--- src/rtl/uart_rx_frame.sv ---
// Oversampled UART receiver: NB_DATA data bits LSB first, optional parity, NB_STOP stop bits,
// valid/ready delivery with overrun pulse. Define UART_RX_MAJORITY_EN for 2-of-3 bit voting.
module uart_rx_frame #(
    parameter int NB_DATA    = 8,
    parameter int OVERSAMPLE = 16,
    parameter int PARITY     = 0,
    parameter int NB_STOP    = 1
) (
    input  logic               clk,
    input  logic               i_rst,
    input  logic               i_tick,
    input  logic               i_rx,
    input  logic               i_ready,
    output logic [NB_DATA-1:0] o_data,
    output logic               o_valid,
    output logic               o_parity_err,
    output logic               o_frame_err,
    output logic               o_overrun,
    output logic               o_busy
);

    localparam int TW = $clog2(OVERSAMPLE);
`ifdef UART_RX_MAJORITY_EN
    // Vote completes one tick after the centre, so the whole frame is shifted by one tick.
    localparam logic [TW-1:0] START_PT = TW'(OVERSAMPLE / 2);
`else
    localparam logic [TW-1:0] START_PT = TW'(OVERSAMPLE / 2 - 1);
`endif
    localparam logic [TW-1:0] BIT_PT    = TW'(OVERSAMPLE - 1);
    localparam logic [3:0]    LAST_DATA = 4'(NB_DATA - 1);
    localparam logic [3:0]    LAST_STOP = 4'(NB_STOP - 1);

    typedef enum logic [2:0] {IDLE, START, DATA, PAR, STOP, DONE} state_t;

    state_t             state;
    logic               sync1;
    logic               sync2;
    logic               line_d;
    logic [TW-1:0]      tick_cnt;
    logic [3:0]         bit_cnt;
    logic [NB_DATA-1:0] shreg;
    logic               par_err;
    logic               frm_err;
    logic               sample;

    // NOTE: synchroniser resets to the idle level so leaving reset is never mistaken for a start edge.
    always_ff @(posedge clk or posedge i_rst) begin
        if (i_rst) begin
            sync1  <= 1'b1;
            sync2  <= 1'b1;
            line_d <= 1'b1;
        end else begin
            sync1  <= i_rx;
            sync2  <= sync1;
            line_d <= sync2;
        end
    end

`ifdef UART_RX_MAJORITY_EN
    logic [1:0] hist;

    always_ff @(posedge clk or posedge i_rst) begin
        if (i_rst) begin
            hist <= 2'b11;
        end else if (i_tick) begin
            hist <= {hist[0], sync2};
        end
    end

    assign sample = (hist[1] & hist[0]) | (hist[1] & sync2) | (hist[0] & sync2);
`else
    assign sample = sync2;
`endif

    always_ff @(posedge clk or posedge i_rst) begin
        if (i_rst) begin
            state        <= IDLE;
            tick_cnt     <= '0;
            bit_cnt      <= '0;
            shreg        <= '0;
            par_err      <= 1'b0;
            frm_err      <= 1'b0;
            o_data       <= '0;
            o_valid      <= 1'b0;
            o_parity_err <= 1'b0;
            o_frame_err  <= 1'b0;
            o_overrun    <= 1'b0;
            o_busy       <= 1'b0;
        end else begin
            o_overrun <= 1'b0;
            // A DONE load later in this block overrides the handshake clear.
            if (o_valid && i_ready) begin
                o_valid <= 1'b0;
            end

            case (state)
                IDLE: begin
                    if (line_d && !sync2) begin
                        state    <= START;
                        tick_cnt <= '0;
                        o_busy   <= 1'b1;
                    end
                end

                START: begin
                    if (i_tick) begin
                        if (tick_cnt == START_PT) begin
                            if (sample) begin
                                state  <= IDLE;
                                o_busy <= 1'b0;
                            end else begin
                                state    <= DATA;
                                tick_cnt <= '0;
                                bit_cnt  <= '0;
                                par_err  <= 1'b0;
                                frm_err  <= 1'b0;
                            end
                        end else begin
                            tick_cnt <= tick_cnt + 1'b1;
                        end
                    end
                end

                DATA: begin
                    if (i_tick) begin
                        tick_cnt <= tick_cnt + 1'b1;
                        if (tick_cnt == BIT_PT) begin
                            tick_cnt <= '0;
                            shreg    <= {sample, shreg[NB_DATA-1:1]};
                            if (bit_cnt == LAST_DATA) begin
                                bit_cnt <= '0;
                                state   <= (PARITY != 0) ? PAR : STOP;
                            end else begin
                                bit_cnt <= bit_cnt + 1'b1;
                            end
                        end
                    end
                end

                PAR: begin
                    if (i_tick) begin
                        tick_cnt <= tick_cnt + 1'b1;
                        if (tick_cnt == BIT_PT) begin
                            tick_cnt <= '0;
                            // Even: error when data^parity is 1; odd mode inverts that sense.
                            par_err  <= (^shreg ^ sample) ^ (PARITY == 2);
                            state    <= STOP;
                        end
                    end
                end

                STOP: begin
                    if (i_tick) begin
                        tick_cnt <= tick_cnt + 1'b1;
                        if (tick_cnt == BIT_PT) begin
                            tick_cnt <= '0;
                            if (!sample) begin
                                frm_err <= 1'b1;
                            end
                            if (bit_cnt == LAST_STOP) begin
                                state <= DONE;
                            end else begin
                                bit_cnt <= bit_cnt + 1'b1;
                            end
                        end
                    end
                end

                DONE: begin
                    state  <= IDLE;
                    o_busy <= 1'b0;
                    if (!o_valid || i_ready) begin
                        o_data       <= shreg;
                        o_parity_err <= par_err;
                        o_frame_err  <= frm_err;
                        o_valid      <= 1'b1;
                    end else begin
                        o_overrun <= 1'b1;
                    end
                end

                default: begin
                    state  <= IDLE;
                    o_busy <= 1'b0;
                end
            endcase
        end
    end

endmodule

--- config.mk ---
export PLATFORM = sky130hd
export DESIGN_NAME = uart_rx_frame
export DESIGN_NICKNAME = d
export VERILOG_FILES = /design/src/rtl/uart_rx_frame.sv
export SDC_FILE = /design/constraint.sdc
export NUM_CORES = 1
export LEC_CHECK = 0
export BUFFER_PORTS_ARGS = -buffer_cell sky130_fd_sc_hd__buf_2
export CAP_MARGIN = 30
export CORE_ASPECT_RATIO = 1.75
export CORE_MARGIN = 2
export CORE_UTILIZATION = 55
export CTS_CLUSTER_DIAMETER = 120
export DETAILED_ROUTE_END_ITERATION = 16
export PLACE_DENSITY = 0.75
export REMOVE_ABC_BUFFERS = 1
export SYNTH_ARGS = -nofsm -noshare
export SYNTH_HDL_FRONTEND = slang
export SYNTH_SLANG_ARGS = --single-unit
--- constraint.sdc ---
create_clock -name clk -period 2.5 [get_ports clk]
set_clock_uncertainty 0.1 [all_clocks]
set_input_delay 0.125 -clock clk [delete_from_list [all_inputs] [get_ports clk]]
set_output_delay 0.125 -clock clk [all_outputs]
set_load 0.03 [all_outputs]
; ---- Yosys cells after proc, flatten, opt, wreduce, memory -nomap -nowiden
; Cells that the tools add are included.
[word_totals]
wordCells = 114
output_inout_bits = 13
reg_bits = 37
in_bits = 5
[classes]
n_reduce_logical = 21
eq_ne = 25
n_mux = 49
addsub = 2
bitwise_logic = 2
[op_table]
columns = cell, count
row1 = $mux 4, 14
row2 = $mux 3, 11
row3 = $ne 2x2->1 const B, 15
row4 = $pmux 4 s3, 2
row5 = $mux 1, 17
row6 = $pmux 3 s5, 1
row7 = $reduce_and 11->1, 1
row8 = $reduce_and 5->1, 2
row9 = $reduce_and 9->1, 1
row10 = $add 4x1->4 const B, 2
row11 = $eq 4x3->1 const B, 2
row12 = $reduce_xor 8->1, 1
row13 = $reduce_and 7->1, 1
row14 = $eq 3x2->1 const B, 2
row15 = $eq 3x3->1 const B, 2
row16 = $reduce_and 6->1, 1
row17 = $reduce_bool 3->1, 2
row18 = $eq 4x4->1 const B, 1
row19 = $logic_not 4->1, 1
row20 = $pmux 1 s2, 2
row21 = $reduce_bool 2->1, 2
row22 = $eq 3x1->1 const B, 1
row23 = $logic_not 3->1, 1
row24 = $ne 3x3->1 const B, 1
row25 = other kinds (11), 13

; ---- Depth between registers and ports, before layout
[depth]
word_depth = 5
mapped_depth = 6
mapped_depth_nobuf = 6

; ---- Worst setup path before layout
; OpenSTA, ideal clock, no wires.
[synth_path]
kind = register to register
start = register tick_cnt[0]
end = register state[0]
period_less_slack_ns = 2.072
n_path_buf = 0
setup_ns = 0.128
setup_slack_ns = 0.428
arrival_ns = 1.844
stages_incl_launch_ff = 7
required_ns = 2.272
path_cell_list = dfrtp_1 -> ha_1 -> and4b_1 -> or4b_1 -> o21ai_1 -> nor3_2 -> mux2_1
[synth_via]
elab_chain_len = 3
elab_cells_between_ends = 7
classes_between = eq/ne (6) / reduce/logical (1)
[synth_lines]
columns = element, line
row1 = "start, declared", 39  ; logic [TW-1:0] tick_cnt;
row2 = "start signal, assigned", 119  ; tick_cnt <= tick_cnt + 1'b1;
row3 = "start signal, assigned", 126  ; tick_cnt <= tick_cnt + 1'b1;
row4 = "start signal, assigned", 142  ; tick_cnt <= tick_cnt + 1'b1;
row5 = $eq 4x4->1 or $eq 4x3->1 (tied branches), --
row6 = $ne 2x2->1 (no source line), --
row7 = $reduce_and 11->1 (no source line) (*), --
row8 = "end signal, assigned", 132  ; state <= (PARITY != 0) ? PAR : STOP;
row9 = "end, declared", 35  ; state_t state;
; Every way passes the cells marked *; elsewhere a longest branch is shown, timed or not.
; A chain may end at the register's enable or synchronous reset.

; ---- Worst setup path in the final report
[layout_path]
start = register state[0]
end = register bit_cnt[3]
[layout_via]
elab_chain_len = 3
elab_cells_between_ends = 14
classes_between = eq/ne (11) / mux (1) / reduce/logical (2)
[layout_lines]
columns = element, line
row1 = $eq 3x3->1 (tied with other cells), 96  ; case (state)
row2 = $ne 2x2->1 (no source line) or $reduce_bool 3->1 (tied branches), --
row3 = $reduce_and 9->1 (no source line), --
row4 = "end signal, assigned", 134  ; bit_cnt <= bit_cnt + 1'b1;
row5 = "end signal, assigned", 163  ; bit_cnt <= bit_cnt + 1'b1;
row6 = "end, declared", 40  ; logic [3:0] bit_cnt;
; Parallel ways exist; a longest one is shown, timed or not.

==> results.cfg <==
[grt]
antenna_found_initial = 0
grt_max_degree = 20
grtUsageMet3_pct = 3.777
grt-ovfl-total = 0
busiest_layer = met2
track_usage_pct = 20.76
grt_pass1_vias = 1407
met2_usage_pct = 37.96
use_met1_pct = 22.71
grt_first_pass_wirelength_microns = 6499

[routing]
wirelength_microns = 3637
vias = 1302
ant_nets = 0
via_per_inst = 5.402
drt_iter0_drc = 14
drc = 0
dr.pass1.iters = 4
wl_per_cell_microns = 15.09

[finish]
num-fill-cells = 282
finalNetCount = 203
n_antenna_cell = 0
seqCellArea_sq_um = 929.6
instances_no_fill = 241
multi_input_area_sq_um = 965.9
layout_common_cells = 34 x dfrtp_1, 17 x buf_2, 12 x nand2_1
drive_gt1_share_pct = 26.53
syn_to_final_growth_pct = 12.57
layout_commonest_cell = dfrtp_1

[worst_setup_path]
crit_family = simple AND/OR/NAND/NOR gates
start_kind = flip-flop
worstPathMaxFanout = 15
path_buf_inv = 0
required_ns = 2.63
cp_slowest_cell = dfrtp_1
crit_arrival_ns = 2.36
crit_type = flip-flop to flip-flop
slowest_delay_ns = 0.59
crit_path_end_kind = flip-flop
crit_chain = or3b_1, a21oi_2, o221ai_4, or4_1, nand2_1

[hold_path]
hold_class = input pin to flip-flop

[yosys]
synth_area_per_cell_sq_um = 11.53
ys_ff_latch = 37
synthFlopType = dfrtp_1
ys_types = 46
yosysWarnings = 0
async_reset_ff_share_pct = 100.0
synth_edf_count = 0
syn_area_sq_mm = 0.001961
ys_seq_area_share_pct = 47.42
synth_cells = 170

[floorplanning]
core_area_sq_mm = 0.003398
ioPinCount = 18
die_area_sq_mm = 0.004077
initial_utilization_pct = 57.70
die-width_microns = 49.14
dieHeight_microns = 82.99
num_rows = 28

[pwr]
powerDensity_mw_per_mm2 = 844.2
vdd_drop_max_mv = 0.6376
p_leak_nw = 1.041
power_mw = 1.863

[cts]
cts_tree = done
root_buffer = clkbuf_8
cts_inserted_buffers = 5
clkLatencyLatePin_ns = 0.29
cts_resized = 0
cts.sinks = 37
cts_setup_buffers = 0
clk_pin_slew_ns = 0.07
clk_path_buf_depth = 2
ctsHoldBuffers = 2
cts_max_level = 2

[timing]
rsz0062_at_grt = false
worst_pin_slew_ns = 0.6724
finalSetupViolations = 0
finalHoldViolCount = 0
tns_ns = 0
setup_slack_ns = 0.2673
fin_hold_ws_ns = 0.03266
final.min_clock_period_ns = 2.233
slew_headroom_pct = 55.12
fmax_ghz = 0.4479
fin_crit_sh_pct = 89.31
slew_viol_final = 0

[place]
dpl.cell_count = 231
portBuffers = 17
hpwlAfterDp_microns = 2767
pre_cts_slack_ns = 0.2914
gp_congestion = 0.8450

[outcome]
outcome = finished, final reports clean

[flow_run]
drv_cap = 0
## metal layers
metal  wire [microns]  share of wire, %
met1             1433                39
met2             2058                57
met3               78               2.1
met4               67               1.8
met5                0                 0
## worst reg2reg max path: stages (launching register included)
cell and delay [ns]:
dfrtp_1 0.59, or3b_1 0.59, a21oi_2 0.21, o221ai_4 0.17
or4_1 0.43, nand2_1 0.08
## layout make-up
class / count / share of cell area, %
Clock inverter: 2 / 0.4535
Inverter: 6 / 1.020
Sequential cell: 37 / 42.12
Multi-Input combinational cell: 120 / 43.76
Timing Repair Buffer: 25 / 6.803
Clock buffer: 6 / 3.288
Tap cell: 45 / 2.551
## cells by family after synthesis
group,Yosys count,share of synthesized area (%)
fa+ha+maj,3,1.915
mux,20,12.96
compound gates,35,13.15
flops,37,47.42
simple gates,49,15.45
buf+inv,13,3.318
xor+xnor,13,5.807
## through the flow
step	utilization (%)	cell area, sq um
final	64.95	2207
after global routing	64.95	2207
after CTS	64.95	2207
after detailed placement	61.93	2105
after global placement	61.93	2105
after floorplan	-	1918
## final timing paths
check,startpoint,cells after the start,slack (ns),to
max in group asynchronous,i_rst,4,1.15,sample
hold / removal,i_ready,3,0.03,o_overrun
setup reg to reg,state[0],5,0.27,bit_cnt[3]
hold reg to reg,sync1,0,0.26,sample
setup / recovery,state[0],5,0.27,bit_cnt[3]
min in group asynchronous,i_rst,3,0.37,o_data[7]
## sequential cells by signal (all words and copies together) (netlist names), 3 cells and up
register and cells:
tick_cnt 4, shreg 8, bit_cnt 4, o_data 8, state 3
## power breakdown
group	internal [mW]	leakage, nW	total, mW	switching [mW]
registers	0.669	0.496	0.800	0.131
clock network	0.193	0.0450	0.401	0.208
logic	0.283	0.500	0.662	0.379
total	1.15	1.04	1.86	0.718
## cell usage after synthesis, drive strengths merged, types with 4 or more instances
master / count / area [sq um]
dfrtp: 34 / 850.8
mux2: 19 / 244.0
o21ai: 17 / 85.08
nand2: 12 / 45.04
xnor2: 9 / 78.83
nor2: 8 / 32.54
inv: 6 / 22.52
a21oi: 5 / 32.53
buf: 5 / 31.28
nor3: 5 / 30.03
nand3: 4 / 20.02
o31ai: 4 / 43.79
or4b: 4 / 47.55
xor2: 4 / 35.03
No activity file was read; power rests on OpenSTA's default activity.
